[config.mk]
export PLATFORM = sky130hd
export DESIGN_NAME = spi_xfer_ctrl_flat
export DESIGN_NICKNAME = d
export VERILOG_FILES = /design/src/rtl/spi_pkg.sv /design/src/rtl/spi_xfer_ctrl_if.sv /design/src/rtl/spi_ss_timer.sv /design/src/rtl/spi_xfer_ctrl.sv /design/src/flat_wrapper.sv
export SDC_FILE = /design/constraint.sdc
export NUM_CORES = 1
export LEC_CHECK = 0
export ABC_CLOCK_PERIOD_IN_PS = 2400
export BUFFER_PORTS_ARGS = -buffer_cell sky130_fd_sc_hd__buf_4
export CORE_AREA = 2 2 69 71
export DETAILED_ROUTE_END_ITERATION = 10
export DIE_AREA = 0 0 71 73
export GPL_ROUTABILITY_DRIVEN = 1
export PLACE_DENSITY_LB_ADDON = 0.2
export REMOVE_ABC_BUFFERS = 1
export SKIP_LAST_GASP = 1
export SYNTH_ARGS = -nofsm -noshare
export SYNTH_HDL_FRONTEND = slang
export SYNTH_SLANG_ARGS = --single-unit
[constraint.sdc]
create_clock -name wb_clk_in -period 2.4 [get_ports wb_clk_in]
set_input_delay 0.36 -clock wb_clk_in [delete_from_list [all_inputs] [get_ports wb_clk_in]]
set_output_delay 0.36 -clock wb_clk_in [all_outputs]
set_load 0.01 [all_outputs]
[src/rtl/spi_pkg.sv]
// Shared types and constants for the SPI character transfer controller.
package spi_pkg;

  localparam int unsigned LEN_W_DEF  = 7;
  localparam int unsigned SS_DLY_DEF = 2;
  localparam int unsigned SS_DLY_MIN = 1;
  localparam int unsigned STATE_W    = 2;

  localparam logic [STATE_W-1:0] ST_IDLE  = 2'd0;
  localparam logic [STATE_W-1:0] ST_SETUP = 2'd1;
  localparam logic [STATE_W-1:0] ST_XFER  = 2'd2;
  localparam logic [STATE_W-1:0] ST_HOLD  = 2'd3;

  typedef enum logic [STATE_W-1:0] {
    IDLE  = ST_IDLE,
    SETUP = ST_SETUP,
    XFER  = ST_XFER,
    HOLD  = ST_HOLD
  } xfer_state_t;

endpackage

[src/rtl/spi_xfer_ctrl_if.sv]
// Control/strobe bundle between register block, clock generator, shift register and the controller.
// SPI_XFER_IRQ_EN adds the sticky completion interrupt signals.
interface spi_xfer_ctrl_if #(
  parameter int unsigned LEN_W = 7
);
  logic             go;
  logic [LEN_W-1:0] char_len;
  logic             cpol;
  logic             cpha;
  logic             gen_pos_edge;
  logic             gen_neg_edge;
  logic             gen_en;
  logic             ss_n;
  logic             tip;
  logic             load;
  logic             drive;
  logic             sample;
  logic             done;
  logic [LEN_W-1:0] bit_cnt;
`ifdef SPI_XFER_IRQ_EN
  logic             irq_en;
  logic             irq_clr;
  logic             irq;

  modport master (
    output go, char_len, cpol, cpha, gen_pos_edge, gen_neg_edge, irq_en, irq_clr,
    input  gen_en, ss_n, tip, load, drive, sample, done, bit_cnt, irq
  );
  modport slave (
    input  go, char_len, cpol, cpha, gen_pos_edge, gen_neg_edge, irq_en, irq_clr,
    output gen_en, ss_n, tip, load, drive, sample, done, bit_cnt, irq
  );
`else
  modport master (
    output go, char_len, cpol, cpha, gen_pos_edge, gen_neg_edge,
    input  gen_en, ss_n, tip, load, drive, sample, done, bit_cnt
  );
  modport slave (
    input  go, char_len, cpol, cpha, gen_pos_edge, gen_neg_edge,
    output gen_en, ss_n, tip, load, drive, sample, done, bit_cnt
  );
`endif
endinterface

[src/rtl/spi_ss_timer.sv]
// Loadable down-counter timing the slave-select setup and hold windows; expired is registered.
module spi_ss_timer #(
  parameter int unsigned CNT_W = 1
) (
  input  logic             wb_clk_in,
  input  logic             wb_rst,
  input  logic             load,
  input  logic [CNT_W-1:0] load_val,
  output logic             expired
);

  logic [CNT_W-1:0] cnt_q, cnt_d;
  logic             expired_q, expired_d;

  always_comb begin
    cnt_d = cnt_q;
    if (load) begin
      cnt_d = load_val;
    end else if (cnt_q != '0) begin
      cnt_d = cnt_q - CNT_W'(1);
    end
    expired_d = (cnt_d == '0);
  end

  always_ff @(posedge wb_clk_in or posedge wb_rst) begin
    if (wb_rst) begin
      cnt_q     <= '0;
      expired_q <= 1'b1;
    end else begin
      cnt_q     <= cnt_d;
      expired_q <= expired_d;
    end
  end

  assign expired = expired_q;

endmodule

[src/rtl/spi_xfer_ctrl.sv]
// Sequences one SPI character: slave select, generator enable, load/drive/sample strobes, done.
// Optional sticky interrupt when SPI_XFER_IRQ_EN is defined.
module spi_xfer_ctrl
  import spi_pkg::*;
#(
  parameter int unsigned LEN_W  = LEN_W_DEF,
  parameter int unsigned SS_DLY = SS_DLY_DEF
) (
  input  logic           wb_clk_in,
  input  logic           wb_rst,
  spi_xfer_ctrl_if.slave bus
);

  localparam int unsigned CNT_W      = LEN_W + 1;
  localparam int unsigned SS_DLY_EFF = (SS_DLY < SS_DLY_MIN) ? SS_DLY_MIN : SS_DLY;
  localparam int unsigned DLY_W      = (SS_DLY_EFF > 1) ? $clog2(SS_DLY_EFF) : 1;

  xfer_state_t      state_q, state_d;
  logic [LEN_W-1:0] len_q, len_d;
  logic             cpol_q, cpol_d;
  logic             cpha_q, cpha_d;
  logic [CNT_W-1:0] cnt_q, cnt_d;
  logic             last_q, last_d;
  logic             gen_en_q, gen_en_d;
  logic             ss_n_q, ss_n_d;
  logic             tip_q, tip_d;
  logic             load_q, load_d;
  logic             drive_q, drive_d;
  logic             sample_q, sample_d;
  logic             done_q, done_d;

  logic             tmr_load;
  logic             tmr_exp;
  logic [DLY_W-1:0] tmr_val;
  logic [CNT_W-1:0] n_bits;
  logic [CNT_W-1:0] cnt_inc;
  logic             lead;
  logic             trail;

  spi_ss_timer #(.CNT_W(DLY_W)) u_ss_timer (
    .wb_clk_in (wb_clk_in),
    .wb_rst    (wb_rst),
    .load      (tmr_load),
    .load_val  (tmr_val),
    .expired   (tmr_exp)
  );

  // char_len of zero means a full 2**LEN_W bit character
  assign n_bits  = (len_q == '0) ? {1'b1, {LEN_W{1'b0}}} : {1'b0, len_q};
  assign cnt_inc = cnt_q + CNT_W'(1);
  assign lead    = cpol_q ? bus.gen_neg_edge : bus.gen_pos_edge;
  assign trail   = cpol_q ? bus.gen_pos_edge : bus.gen_neg_edge;
  assign tmr_val = DLY_W'(SS_DLY_EFF - 1);

  always_comb begin
    state_d  = state_q;
    len_d    = len_q;
    cpol_d   = cpol_q;
    cpha_d   = cpha_q;
    cnt_d    = cnt_q;
    last_d   = last_q;
    gen_en_d = gen_en_q;
    ss_n_d   = ss_n_q;
    tip_d    = tip_q;
    load_d   = 1'b0;
    drive_d  = 1'b0;
    sample_d = 1'b0;
    done_d   = 1'b0;
    tmr_load = 1'b0;

    unique case (state_q)
      IDLE: begin
        if (bus.go) begin
          state_d  = SETUP;
          len_d    = bus.char_len;
          cpol_d   = bus.cpol;
          cpha_d   = bus.cpha;
          cnt_d    = '0;
          last_d   = 1'b0;
          ss_n_d   = 1'b0;
          tip_d    = 1'b1;
          load_d   = 1'b1;
          tmr_load = 1'b1;
        end
      end
      SETUP: begin
        if (tmr_exp) begin
          state_d  = XFER;
          gen_en_d = 1'b1;
        end
      end
      XFER: begin
        // Coincident strobes: sampling takes priority and the drive is dropped
        if (!cpha_q) begin
          if (lead) begin
            sample_d = 1'b1;
            cnt_d    = cnt_inc;
            last_d   = (cnt_inc == n_bits);
          end else if (trail) begin
            if (last_q) begin
              state_d  = HOLD;
              gen_en_d = 1'b0;
              tmr_load = 1'b1;
            end else begin
              drive_d = 1'b1;
            end
          end
        end else begin
          if (trail) begin
            sample_d = 1'b1;
            cnt_d    = cnt_inc;
            if (cnt_inc == n_bits) begin
              state_d  = HOLD;
              gen_en_d = 1'b0;
              tmr_load = 1'b1;
            end
          end else if (lead) begin
            drive_d = 1'b1;
          end
        end
      end
      HOLD: begin
        // Release slave select first; done follows one cycle later on the way to IDLE
        if (tmr_exp) begin
          if (!ss_n_q) begin
            ss_n_d = 1'b1;
            tip_d  = 1'b0;
          end else begin
            done_d  = 1'b1;
            state_d = IDLE;
          end
        end
      end
      default: state_d = IDLE;
    endcase
  end

  always_ff @(posedge wb_clk_in or posedge wb_rst) begin
    if (wb_rst) begin
      state_q  <= IDLE;
      len_q    <= '0;
      cpol_q   <= 1'b0;
      cpha_q   <= 1'b0;
      cnt_q    <= '0;
      last_q   <= 1'b0;
      gen_en_q <= 1'b0;
      ss_n_q   <= 1'b1;
      tip_q    <= 1'b0;
      load_q   <= 1'b0;
      drive_q  <= 1'b0;
      sample_q <= 1'b0;
      done_q   <= 1'b0;
    end else begin
      state_q  <= state_d;
      len_q    <= len_d;
      cpol_q   <= cpol_d;
      cpha_q   <= cpha_d;
      cnt_q    <= cnt_d;
      last_q   <= last_d;
      gen_en_q <= gen_en_d;
      ss_n_q   <= ss_n_d;
      tip_q    <= tip_d;
      load_q   <= load_d;
      drive_q  <= drive_d;
      sample_q <= sample_d;
      done_q   <= done_d;
    end
  end

  assign bus.gen_en  = gen_en_q;
  assign bus.ss_n    = ss_n_q;
  assign bus.tip     = tip_q;
  assign bus.load    = load_q;
  assign bus.drive   = drive_q;
  assign bus.sample  = sample_q;
  assign bus.done    = done_q;
  // Low LEN_W bits: a full 2**LEN_W character finishes at 0, matching its char_len encoding
  assign bus.bit_cnt = cnt_q[LEN_W-1:0];

`ifdef SPI_XFER_IRQ_EN
  logic irq_q, irq_d;

  // Sticky completion flag; a coincident set beats the clear
  always_comb begin
    irq_d = irq_q;
    if (bus.irq_clr) irq_d = 1'b0;
    if (done_q && bus.irq_en) irq_d = 1'b1;
  end

  always_ff @(posedge wb_clk_in or posedge wb_rst) begin
    if (wb_rst) irq_q <= 1'b0;
    else        irq_q <= irq_d;
  end

  assign bus.irq = irq_q;
`endif

endmodule
[src/flat_wrapper.sv]
// flat-port wrapper written by rule: the top's interface ports become plain ports
module spi_xfer_ctrl_flat import spi_pkg::*;
#(
  parameter int unsigned LEN_W  = LEN_W_DEF,
  parameter int unsigned SS_DLY = SS_DLY_DEF
)
  (wb_clk_in, wb_rst, bus_go, bus_char_len, bus_cpol, bus_cpha, bus_gen_pos_edge, bus_gen_neg_edge, bus_gen_en, bus_ss_n, bus_tip, bus_load, bus_drive, bus_sample, bus_done, bus_bit_cnt);
  spi_xfer_ctrl_if #(.LEN_W(LEN_W)) bus_i ();
  input  logic wb_clk_in;
  input  logic wb_rst;
  input wire logic [$bits(bus_i.go)-1:0] bus_go;
  input wire logic [$bits(bus_i.char_len)-1:0] bus_char_len;
  input wire logic [$bits(bus_i.cpol)-1:0] bus_cpol;
  input wire logic [$bits(bus_i.cpha)-1:0] bus_cpha;
  input wire logic [$bits(bus_i.gen_pos_edge)-1:0] bus_gen_pos_edge;
  input wire logic [$bits(bus_i.gen_neg_edge)-1:0] bus_gen_neg_edge;
  output wire logic [$bits(bus_i.gen_en)-1:0] bus_gen_en;
  output wire logic [$bits(bus_i.ss_n)-1:0] bus_ss_n;
  output wire logic [$bits(bus_i.tip)-1:0] bus_tip;
  output wire logic [$bits(bus_i.load)-1:0] bus_load;
  output wire logic [$bits(bus_i.drive)-1:0] bus_drive;
  output wire logic [$bits(bus_i.sample)-1:0] bus_sample;
  output wire logic [$bits(bus_i.done)-1:0] bus_done;
  output wire logic [$bits(bus_i.bit_cnt)-1:0] bus_bit_cnt;
  assign bus_i.go = bus_go;
  assign bus_i.char_len = bus_char_len;
  assign bus_i.cpol = bus_cpol;
  assign bus_i.cpha = bus_cpha;
  assign bus_i.gen_pos_edge = bus_gen_pos_edge;
  assign bus_i.gen_neg_edge = bus_gen_neg_edge;
  assign bus_gen_en = bus_i.gen_en;
  assign bus_ss_n = bus_i.ss_n;
  assign bus_tip = bus_i.tip;
  assign bus_load = bus_i.load;
  assign bus_drive = bus_i.drive;
  assign bus_sample = bus_i.sample;
  assign bus_done = bus_i.done;
  assign bus_bit_cnt = bus_i.bit_cnt;
  spi_xfer_ctrl #(.LEN_W(LEN_W), .SS_DLY(SS_DLY)) u_core (.wb_clk_in(wb_clk_in), .wb_rst(wb_rst), .bus(bus_i));
endmodule
# ---- Word level (Yosys, flattened, before mapping)
# Cells that the tools add are included.
dict set report word_totals {
  rom_bits 0
  wordCells 107
  n_memories 0
  regBits 29
  mem_bits_rw 0
  latch_bits 0
  output_inout_bits 14
  inputBits 14
}
dict set report op_classes {
  bitwise 1
  muxes 60
  n_mul 0
  n_reduce_logical 12
  n_addsub 2
  div 0
  n_lt_le_gt_ge 0
  shift 0
  eq_ne 17
}
# cell n
set op_table {}
lappend op_table {{2-to-1 mux 8 bit} 5}
lappend op_table {{2-to-1 mux 1 bit} 38}
lappend op_table {{2-to-1 mux 2 bit} 10}
lappend op_table {{one-hot mux 8 bit (2 select lines)} 1}
lappend op_table {{AND reduction 4 bit} 3}
lappend op_table {{!= test 2 bit, second input constant} 5}
lappend op_table {{one-hot mux 1 bit (2 select lines)} 5}
lappend op_table {{!= test 3 x 1 -> 1 bit, second input constant} 3}
lappend op_table {{AND reduction 9 bit} 1}
lappend op_table {{adder 8 x 1 -> 8 bit, second input constant} 1}
lappend op_table {{== test 8 bit} 1}
lappend op_table {{one-hot mux 2 bit (4 select lines)} 1}
lappend op_table {{zero test 7 bit} 1}
lappend op_table {{AND reduction 7 bit} 1}
lappend op_table {{!= test 3 bit, second input constant} 2}
lappend op_table {{nonzero test 2 bit} 3}
lappend op_table {{== test 2 bit, second input constant} 2}
lappend op_table {{!= test 2 x 1 -> 1 bit, second input constant} 2}
lappend op_table {{!= test 3 x 2 -> 1 bit, second input constant} 1}
lappend op_table {{AND reduction 3 bit} 1}
lappend op_table {{== test 2 x 1 -> 1 bit, second input constant} 1}
lappend op_table {{zero test 2 bit} 1}
lappend op_table {{AND reduction 2 bit} 1}
lappend op_table {{NOT 1 bit} 1}
lappend op_table {{subtractor 1 bit, second input constant} 1}

# ---- Depth between registers and ports, before layout
dict set report depth {
  ltp_word 9
  mapped_depth 9
  mapped_depth_nobuf 8
}

# ---- Cells and area by module
# Synthesis repeated with hierarchy kept, for this count alone.
dict set report hier_totals {
  cells_unflattened 182
  area_unflattened_um2 1695.4
}
# module n_inst area_per_inst_um2 cells_each seq_area_each_um2
set by_module_without_submodules {}
lappend by_module_without_submodules {spi_xfer_ctrl 1 1661.6 179 676.9}
lappend by_module_without_submodules {spi_ss_timer 1 33.8 3 26.3}

# ---- Worst setup path before layout
# No wires, ideal clock.
dict set report synth_timing {
  path_kind {register -> register}
  startpoint {reg u_core.len_q[2]}
  endpoint {reg u_core.state_q[1]}
  setup_slack_ps 224
  period_less_slack_ps 2176
  path_buffers 0
  setup_ps 126
  stages_incl_launch_ff 7
  t_arrival_ps 2049
  required_time_ps 2274
  cell_sequence {dfrtp_1 > or4_4 > nor4_4 > xnor3_1 > a21boi_1 > and4_4 > a311o_1}
}
dict set report synth_via {
  elab_chain_cells 5
}
# element line
set synth_rtl {}
lappend synth_rtl {{start: declaration} spi_xfer_ctrl.sv:19} ;# logic [LEN_W-1:0] len_q, len_d;
lappend synth_rtl {{start signal: assignment} spi_xfer_ctrl.sv:155} ;# len_q <= len_d;
lappend synth_rtl {{zero test 7 bit} spi_xfer_ctrl.sv:49} ;# assign n_bits = (len_q == '0) ? {1'b1, {LEN_W{1'b0}}} : {1'b0, len_q};
lappend synth_rtl {{2-to-1 mux 8 bit (*)} spi_xfer_ctrl.sv:49}
lappend synth_rtl {{== test 8 bit (*)} spi_xfer_ctrl.sv:112} ;# if (cnt_inc == n_bits) begin
lappend synth_rtl {{!= test 3 bit (no source line) (*)} n/a}
lappend synth_rtl {{AND reduction 9 bit (no source line) (*)} n/a}
lappend synth_rtl {{end signal: assignment} spi_xfer_ctrl.sv:154} ;# state_q <= state_d;
lappend synth_rtl {{end: declaration} spi_xfer_ctrl.sv:18} ;# xfer_state_t state_q, state_d;
# Mark *: on every way between the ends. The rest lies on a longest branch, timed or not.
# A chain may end at the register's enable or synchronous reset.

# ---- Final worst setup path
dict set report layout_timing {
  startpoint {reg u_core.cnt_q[1]}
  endpoint {reg u_core.state_q[1]}
}
dict set report layout_via {
  elab_chain_cells 4
}
# element line
set layout_rtl {}
lappend layout_rtl {{start: declaration} spi_xfer_ctrl.sv:22} ;# logic [CNT_W-1:0] cnt_q, cnt_d;
lappend layout_rtl {{start signal: assignment} spi_xfer_ctrl.sv:158} ;# cnt_q <= cnt_d;
lappend layout_rtl {{adder 8 x 1 -> 8 bit} spi_xfer_ctrl.sv:50} ;# assign cnt_inc = cnt_q + CNT_W'(1);
lappend layout_rtl {{== test 8 bit} spi_xfer_ctrl.sv:112}
lappend layout_rtl {{!= test 3 bit (no source line)} n/a}
lappend layout_rtl {{AND reduction 9 bit (no source line)} n/a}
# No other way between the ends.

==> metrics.txt <==
status=complete, no violations; DP Worst Slack=~130 ps; Congestion Overflow GR=0; Synth Warn #=0; DRT Pass-1 Iters=4; Worst path slowest cell=or3_2; Slew HR=between 70 and 80%; peak supply drop=452 uV; IO buf count=27; Worst Path Required=2570 ps; Cells after Synth=between 150 and 200; RSZ-0062 raised after global routing=no; CP Data Arrival Time=roughly 2400 ps; Primary FF master, synth=dfrtp_1; Multi-input gate area=915 sq um; post-synthesis area per instance=9.82 sq um; core area=around 4500 sq um; max_cap viols=0; Skew-Pair Late Insertion Delay=270 ps; DR iter-0 viols=74; hold crit path type=input pin to async pin; gr usage total=14.9%; chip width=71 um; Die Area=around 5200 sq um; Crit. End Element=flop; Max Clk Rate=444 MHz; Antenna Cells=0; Hold Fails Final Rpt=0; Reg area=roughly 700 sq um; GPL Wtd Cong=0.836; layout cells sized above 1=30.7%; I/O pin cnt=28; commonest cells after routing, fill and taps aside=34 x buf_4, 26 x dfrtp_1, 17 x nand2_1, 13 x mux2_2, 12 x o21ai_0; clock power share=14.6%; Psw=1020 uW; Switching Share=around two fifths; Clk pin slew, worst setup/hold paths=100 ps; clock sinks=28; Synth top area share=37.6%; first-pass GRT wire length=6180 um; Top delay family on crit path=simple AND/OR/NAND/NOR gates; number of synthesized flops with an enable pin=0; initial core utilization=38.1%; CTS Buffer Depth=2; Slew @ Worst Pin=between 400 and 500 ps; most common cell after layout, fill and taps aside=buf_4; max incr delay on CP=490 ps; synthesized cell area=1730 sq um; final slew viol count=0; root buf cell=clkbuf_8; Max FO, Critical Path=6; post-route minimum period=2250 ps; DP HPWL=roughly 2800 um; fin crit share=93.8%; top cells by area, synth=dfrtp_1 38%, mux2_2 8.5%, nand2_1 3.7%, ha_1 3.6%, o21ai_0 3.5%; drt via density=between 5 and 6; # DRC=0; post-CTS setup buffers=0; reg-to-reg startpoint=u_core.cnt_q[1]; cell taking the most area after synthesis=dfrtp_1; Synth Register Bits=28; Cell Count, Final, Fillers Out=253; row count=25; Synth cell types=49; combinational share of power=49.7%; nets=~220; Setup Skew=between 5 and 6 ps; Filler cells=417; crit path buf inv count=0; pin count of the biggest net entering global routing=29; Seq/Total Area, Yosys=40.7%; Area growth syn-to-layout=18.1%; TNS Setup=0 ps; hold buffers post-CTS=0; Critical Path Source Type=flop; pwr/cell area=1260 nW/um^2; initial antenna violation count=0; Die H=around 73 um; setup ws final=about 150 ps; number of global-route vias before repair=1,364; crit path kind=flop to flop; post-route ant nets=0; fin util=between 40 and 50%; cell internal pwr=1550 uW; Wirelength per Cell=14.6 um; CP cell instances=ha_1 -> nand3_1 -> or3_2 -> a21boi_1 -> nand2_1 -> a311o_1; Inst Count DP=approximately 250; CTS buffer count=3; TritonCTS clock tree=done; Worst setup startpoint=u_core.cnt_q[1]; Reg power frac=35.8%; final setup vio count=0; via count=1,344; Post-Route WL=3700 um; H-tree depth=1; Lkg Pwr=0.000923 uW; asr flop ratio synth=100%
[registers in the layout, summed over array words and instances (netlist names)]
name                       count
u_core.state_q                 2
u_core.u_ss_timer.expired      1
u_core.cpol_q                  1
u_core.bus.load                1
u_core.bus.drive               1
u_core.cpha_q                  1
u_core.cnt_q                   8
u_core.bus.gen_en              1
u_core.bus.tip                 1
u_core.last_q                  1
u_core.bus.sample              1
u_core.bus.ss_n                1
u_core.len_q                   7
u_core.bus.done                1
[kinds of logic after synthesis]
logic type,count (synthesis),synth area share (%)
AND/OR/NAND/NOR,55,17.3
AO/OA/AOI/OAI,37,14.4
adder cells (fa/ha/maj),5,3.62
XOR/XNOR,10,5.86
flip-flops,28,40.7
buffers and inverters,23,6.80
multiplexers,18,11.4
[routing by layer]
metal / track usage, % / share of wire, % / vias up
li1: - / - / 661
met1: 19.1 / 45 / 662
met2: 26.0 / 51 / 17
met3: 2.21 / 2.7 / 4
met4: 5.03 / 1.1 / 0
met5: 0 / 0 / -
[metrics by stage]
stage	hold slack [ps]	instance area, sq um	power, uW
6_report	151	2040	2570
2_1_floorplan	424	1640	1750
4_1_cts	167	2040	2590
3_3_place_gp	452	1960	2170
3_5_place_dp	473	1960	2200
5_1_grt	163	2040	2780
[power by group through the flow]
stage	combinational (uW)	clock, uW	sequential, uW
final	1280	374	919
after global routing	1420	415	949
after CTS	1280	390	920
after detailed placement	1270	0	928
after global placement	1250	0	919
after floorplan	828	0	924
[path summary, 6_finish.rpt]
check | to | slack [ps] | cells after the start
hold / removal | u_core.bus.load | 150 | 3
hold reg to reg | u_core.cnt_q[7] | 520 | 1
min in group wb_clk_in | u_core.len_q[5] | 310 | 2
setup / recovery | u_core.state_q[1] | 150 | 6
max in group asynchronous | u_core.bus.ss_n | 1930 | 3
setup reg to reg | u_core.state_q[1] | 150 | 6
[repair_timing]
| action | 4_1_cts | 5_1_grt |
|---|---|---|
| setup endpoints to repair | 0 | 3 |
| resized for setup | 0 | 1 |
| endpoints found under the hold margin | 0 | 0 |
[layout make-up]
cell class / instances / area share (%)
Tap cell: 54 / 3.31
Clock buffer: 3 / 2.02
Timing Repair Buffer: 34 / 12.5
Multi-Input combinational cell: 125 / 44.8
Sequential cell: 28 / 34.4
Inverter: 8 / 1.47
Clock inverter: 1 / 1.47
[Yosys cell counts, drive strengths merged (2+ instances only)]
cell    instances
a21oi           5
a221oi          2
a31oi           2
and3            3
buf            11
clkbuf          4
dfrtp          26
dfstp           2
ha              5
inv             7
mux2           13
mux2i           5
nand2          17
nand3           4
nor2            9
nor2b           7
nor3            4
nor4            2
o21ai          12
o31ai           2
or3             2
xnor2           6
xor2            3
[worst min-delay path: cells and delay by family]
family                 cells  cell delay [ps]
buffers and inverters      3              490
(Power assumes the default switching activity.)
